**config.mk**
```make
export PLATFORM = sky130hd
export DESIGN_NAME = coin_acceptor
export DESIGN_NICKNAME = d
export VERILOG_FILES = /design/src/rtl/coin_acceptor.sv
export SDC_FILE = /design/constraint.sdc
export NUM_CORES = 1
export LEC_CHECK = 0
export ABC_AREA = 1
export BUFFER_PORTS_ARGS = -buffer_cell sky130_fd_sc_hd__buf_2
export CAP_MARGIN = 20
export CORE_AREA = 2 2 55 57
export CTS_BUF_LIST = sky130_fd_sc_hd__clkbuf_2
export CTS_CLUSTER_DIAMETER = 150
export DETAILED_ROUTE_END_ITERATION = 10
export DIE_AREA = 0 0 57 59
export GPL_TIMING_DRIVEN = 0
export PLACE_DENSITY = 0.83
export REMOVE_ABC_BUFFERS = 1
export SYNTH_ARGS = -nofsm -noshare
export SYNTH_HDL_FRONTEND = slang
export SYNTH_SLANG_ARGS = --single-unit
export TNS_END_PERCENT = 10
```
**constraint.sdc**
```tcl
create_clock -name clk -period 3 [get_ports clk]
set_clock_uncertainty 0.2 [all_clocks]
set_input_delay 0.45 -clock clk [delete_from_list [all_inputs] [get_ports clk]]
set_output_delay 0.45 -clock clk [all_outputs]
set_load 0.05 [all_outputs]
```
**src/rtl/coin_acceptor.sv**
```systemverilog
// ---------------------------------------------------------------------------
// coin_acceptor
//
// Front end of the drink machine coin path. Raw chute sensor levels are
// synchronized, debounced and turned into clean single-cycle coin pulses.
// Overlapping coins and coins inserted while the machine is empty are
// refused with a coin_reject pulse. A sensor held high for too long after
// a coin decision latches a sticky jam flag that only reset clears.
//
// Handshake: there is no valid/ready pairing here. Every output pulse is a
// one-cycle strobe that the consumer must take in the cycle it is high;
// there is no backpressure. At most one of nickel_in / dime_in /
// quarter_in / coin_reject is high in any cycle.
//
// Ports:
//   clk            system clock, rising edge
//   reset          asynchronous, active-high; clears all state
//   nickel_sense   raw nickel sensor level (asynchronous to clk)
//   dime_sense     raw dime sensor level (asynchronous to clk)
//   quarter_sense  raw quarter sensor level (asynchronous to clk)
//   empty          machine out of cans (synchronous to clk)
//   nickel_in      one-cycle accepted-nickel pulse
//   dime_in        one-cycle accepted-dime pulse
//   quarter_in     one-cycle accepted-quarter pulse
//   coin_reject    one-cycle refused-coin pulse (overlap or empty)
//   jam            sticky jam flag
//   busy           high whenever the FSM is not idle (one cycle behind state)
// ---------------------------------------------------------------------------
module coin_acceptor #(
    parameter int DEBOUNCE   = 4,   // 1..15
    parameter int GAP_CYCLES = 2,   // 0..15
    parameter int JAM_LIMIT  = 64   // 2..255
) (
    input  logic clk,
    input  logic reset,
    input  logic nickel_sense,
    input  logic dime_sense,
    input  logic quarter_sense,
    input  logic empty,
    output logic nickel_in,
    output logic dime_in,
    output logic quarter_in,
    output logic coin_reject,
    output logic jam,
    output logic busy
);

    typedef enum logic [2:0] {
        ST_IDLE         = 3'd0,
        ST_DEBOUNCE     = 3'd1,
        ST_WAIT_RELEASE = 3'd2,
        ST_GAP          = 3'd3,
        ST_JAM          = 3'd4
    } state_t;

    localparam logic [3:0] DEB_LIM   = 4'(DEBOUNCE);
    localparam logic [3:0] GAP_LAST  = 4'(GAP_CYCLES - 1);
    localparam logic [7:0] HOLD_LAST = 8'(JAM_LIMIT - 1);

    // Sensor vectors are ordered {nickel, dime, quarter}.
    logic [2:0] sync1;
    logic [2:0] s;

    state_t     state, state_nx;
    logic [2:0] coin_q, coin_nx;
    logic [3:0] deb_cnt, deb_nx;
    logic [7:0] hold_cnt, hold_nx;
    logic [3:0] gap_cnt, gap_nx;
    logic [2:0] accept_nx;
    logic       reject_nx;

    logic any_high;
    logic multi_high;

    assign any_high   = |s;
    assign multi_high = (s[0] & s[1]) | (s[0] & s[2]) | (s[1] & s[2]);

    // Two-flop synchronizer per sensor.
    always_ff @(posedge clk or posedge reset) begin
        if (reset) begin
            sync1 <= 3'b000;
            s     <= 3'b000;
        end else begin
            sync1 <= {nickel_sense, dime_sense, quarter_sense};
            s     <= sync1;
        end
    end

    // State and counter registers.
    always_ff @(posedge clk or posedge reset) begin
        if (reset) begin
            state    <= ST_IDLE;
            coin_q   <= 3'b000;
            deb_cnt  <= 4'd0;
            hold_cnt <= 8'd0;
            gap_cnt  <= 4'd0;
        end else begin
            state    <= state_nx;
            coin_q   <= coin_nx;
            deb_cnt  <= deb_nx;
            hold_cnt <= hold_nx;
            gap_cnt  <= gap_nx;
        end
    end

    // Next-state and pulse decode.
    always_comb begin
        state_nx  = state;
        coin_nx   = coin_q;
        deb_nx    = deb_cnt;
        hold_nx   = hold_cnt;
        gap_nx    = gap_cnt;
        accept_nx = 3'b000;
        reject_nx = 1'b0;

        case (state)
            ST_IDLE: begin
                if (multi_high) begin
                    reject_nx = 1'b1;
                    hold_nx   = 8'd0;
                    state_nx  = ST_WAIT_RELEASE;
                end else if (any_high) begin
                    if (DEBOUNCE == 1) begin
                        // A single sample is enough: decide right here.
                        if (empty) reject_nx = 1'b1;
                        else       accept_nx = s;
                        hold_nx  = 8'd0;
                        state_nx = ST_WAIT_RELEASE;
                    end else begin
                        coin_nx  = s;
                        deb_nx   = 4'd1;
                        state_nx = ST_DEBOUNCE;
                    end
                end
            end

            ST_DEBOUNCE: begin
                if ((s & coin_q) == 3'b000) begin
                    // Captured sensor dropped before the count: a glitch.
                    deb_nx   = 4'd0;
                    state_nx = ST_IDLE;
                end else if ((s & ~coin_q) != 3'b000) begin
                    reject_nx = 1'b1;
                    deb_nx    = 4'd0;
                    hold_nx   = 8'd0;
                    state_nx  = ST_WAIT_RELEASE;
                end else if (deb_cnt == DEB_LIM) begin
                    // empty only matters on this accept edge.
                    if (empty) reject_nx = 1'b1;
                    else       accept_nx = coin_q;
                    deb_nx   = 4'd0;
                    hold_nx  = 8'd0;
                    state_nx = ST_WAIT_RELEASE;
                end else begin
                    deb_nx = deb_cnt + 4'd1;
                end
            end

            ST_WAIT_RELEASE: begin
                if (!any_high) begin
                    hold_nx = 8'd0;
                    gap_nx  = 4'd0;
                    if (GAP_CYCLES == 0) state_nx = ST_IDLE;
                    else                 state_nx = ST_GAP;
                end else if (hold_cnt == HOLD_LAST) begin
                    state_nx = ST_JAM;
                end else begin
                    hold_nx = hold_cnt + 8'd1;
                end
            end

            ST_GAP: begin
                // Sensors are ignored here; anything still high at exit
                // is seen by IDLE as a brand new coin.
                if (gap_cnt == GAP_LAST) begin
                    gap_nx   = 4'd0;
                    state_nx = ST_IDLE;
                end else begin
                    gap_nx = gap_cnt + 4'd1;
                end
            end

            ST_JAM: begin
                state_nx = ST_JAM;
            end

            default: begin
                state_nx = ST_IDLE;
            end
        endcase
    end

    // Registered outputs.
    always_ff @(posedge clk or posedge reset) begin
        if (reset) begin
            nickel_in   <= 1'b0;
            dime_in     <= 1'b0;
            quarter_in  <= 1'b0;
            coin_reject <= 1'b0;
            jam         <= 1'b0;
            busy        <= 1'b0;
        end else begin
            nickel_in   <= accept_nx[2];
            dime_in     <= accept_nx[1];
            quarter_in  <= accept_nx[0];
            coin_reject <= reject_nx;
            jam         <= (state_nx == ST_JAM);
            busy        <= (state != ST_IDLE);
        end
    end

endmodule

```
==> reports/qor.txt <==
largest net degree at the start of global routing: 22
Worst R2R Path Depth: 8
Synth area leader: dfrtp_1
post-route setup slack: 1.14 ns
CORE AREA: 2710 sq um
Peak Freq: 539 MHz
drc violations: 0
Pre-antenna DRT Iters: 4
leakage: 1.01 nW
CTS tree: yes
top cells by area, synth: dfrtp_1 48%, nand2_1 13%, nand3_1 6.0%
I/O Pins: 12
dpl cell area: 1860 sq um
dpl cells: 252
Synth top area share: 48.4%
setup violators final: 0
share of layout cells above drive strength 1: 18.0%
power per cell area: 718 nW/um^2
Place WS: 1.17 ns
routed vias/inst: 5.64
setup_tns: 0 ns
clock-pin slew on the worst setup and hold paths: 0.17 ns
# H-tree levels: 2
Gate Count Post-Synth: 212
Worst path most repeated cell: nand2_1
Initial Utilization: 64.8%
Die Span Y: 59 um
Hold Crit Start: sync1[1]
list of most frequent post-synthesis cells: 59 x nand2_1, 34 x dfrtp_1, 21 x nand3_1
min-delay worst type: reg -> reg
Final Power: 0.00139 W
num rows: 19
syn_area_per_cell: 8.29 sq um
total wire length: 3.46 mm
ANT nets after route: 0
IO Port Bufs: 11
Req. time, crit path: 3.08 ns
Critical Path Source Type: flop
fillers: 226
initial DRC count: 67
most common cell in the netlist: nand2_1
synthesized cell area: 1760 sq um
GPL Wtd Cong: 0.802
Max transition margin: 59.3%
Fin. Hold Viols: 0
fin cells: 264
slowest cell on the critical path: dfrtp_1
chip width: 57 um
clock latency on the worst-skew pair: 0.37 ns
worst vdd ir: 592 uV
Cell Chain, Critical Path: inv_1 -> ha_1 -> nand3_1 -> nand4_1 -> nand2_2 -> nand3_2 -> nand2_1 -> nand2_1
FF-to-FF Start: deb_cnt[0]
Synth async-reset ratio: 100%
Synth-to-Final Area Change: 10.2%
initial antenna violation count: 0
post-synthesis sequential area ratio: 48.4%
vias in the first global route: 1433
Critical Path Max Stage Delay: 0.44 ns
crit-path max FO: 11
fin crit period: 1.86 ns
fin. max-slew vios: 0
die area: 3360 sq um
Num CTS Buffers: 5
Post-CTS Setup Inserts: 0
first-pass GRT wire length: 6.14 mm
Hold Crit Depth: 0
total gr overflow: 0
Setup crit start: deb_cnt[0]
Synth Register Bits: 34
Nets: 243
CP Data Arrival Time: 1.94 ns
Sink Count: 34
Via Count: 1488
Critical Path Sink Type: flop
HPWL after DPL: 2.44 mm
main flop type after synthesis: dfrtp_1
Global Route Usage Sum: 24.1%
final worst-path cycle share: 61.9%
max-cap violations: 0
Worst-Margin Slew: 0.610 ns
post-synth cell types: 27
EDFF count, synth: 0
RSZ-0062 raised after global routing: false
status: finished, final reports clean
Antenna diodes: 0
Crit Path Class: reg -> reg
Yosys Warn Count: 0
wire per inst: 13.1 um
clock root cell: clkbuf_2
final instance area: 1940 sq um
clk buf depth: 2
-- state kept, by name (all words and copies together), names as in the netlist --
name	cells
busy	1
coin_q	3
coin_reject	1
deb_cnt	4
dime_in	1
gap_cnt	4
hold_cnt	8
jam	1
nickel_in	1
quarter_in	1
s	3
state	3
sync1	3
-- worst paths after layout --
check / to / slack [ns]
min reg2reg: s[1] / 0.18
max reg2reg: hold_cnt[1] / 1.14
min in group asynchronous: deb_cnt[1] / 0.49
max in group asynchronous: hold_cnt[2] / 1.59
max: hold_cnt[1] / 1.14
min: s[1] / 0.18
-- repair_timing --
item / in CTS / in global routing
hold buffers: 4 / 0
endpoints found under the hold margin: 16 / 0
gates resized for setup: 0 / 0
-- worst max-delay path, delay by kind of cell, from the launching register on --
family	cells	cell delay, ns
flops	1	0.44
simple gates	6	0.84
fa+ha+maj	1	0.19
buf+inv	1	0.08
-- area by class of cell --
type | instances | area, sq um | area share [%]
Tap cell | 31 | 38.8 | 2.00
Multi-Input combinational cell | 151 | 795 | 41.0
Sequential cell | 34 | 851 | 44.0
Clock inverter | 2 | 8.76 | 0.452
Clock buffer | 6 | 30.0 | 1.55
Timing Repair Buffer | 16 | 123 | 6.33
Inverter | 24 | 90.1 | 4.65
-- placed cells by master, fill, tap and decap left out, drive strengths merged --
cell type    synthesis  routed
buf                  3      12
nand3               23      23
nand4               14      14
nand2               65      65
nor2                18      18
o21bai               1       1
clkbuf               0       6
inv                 24      24
o21ai                7       7
a21oi                5       5
or2                  2       2
dlygate4sd3          0       4
nor3                 5       5
clkinv               0       2
ha                   5       5
dfrtp               34      34
o22ai                1       1
xor2                 3       3
nand3b               2       2
-- per-stage QoR --
step           hold WS, ns  utilization [%]
5_1_grt              0.164             71.4
3_3_place_gp         0.133             67.5
3_5_place_dp         0.137             68.5
6_report             0.175             71.4
2_1_floorplan        0.131                -
4_1_cts              0.160             71.4
-- cell families after synthesis --
family | after synthesis | synth area share (%)
buffers and inverters | 27 | 6.34
AO/OA/AOI/OAI | 14 | 4.84
flip-flops | 34 | 48.4
adder cells (fa/ha/maj) | 5 | 3.56
AND/OR/NAND/NOR | 129 | 35.3
XOR/XNOR | 3 | 1.50
-- power by group --
group	switching, W	internal (W)	total (W)
clock	0.000149	0.0000573	0.000206
sequential	0.0000912	0.000549	0.000640
combinational	0.000373	0.000172	0.000545
-- metal layers --
layer  share of wire, %  GRT usage [%]  vias up  wire length (um)
met4                1.7           12.3        0                58
met1                 43           29.3      714              1490
li1                   -              -      734                 -
met5                  0              0        -                 0
met3                4.0           4.59        5               140
met2                 51           41.4       35              1780
No activity file was read; power rests on OpenSTA's default activity.
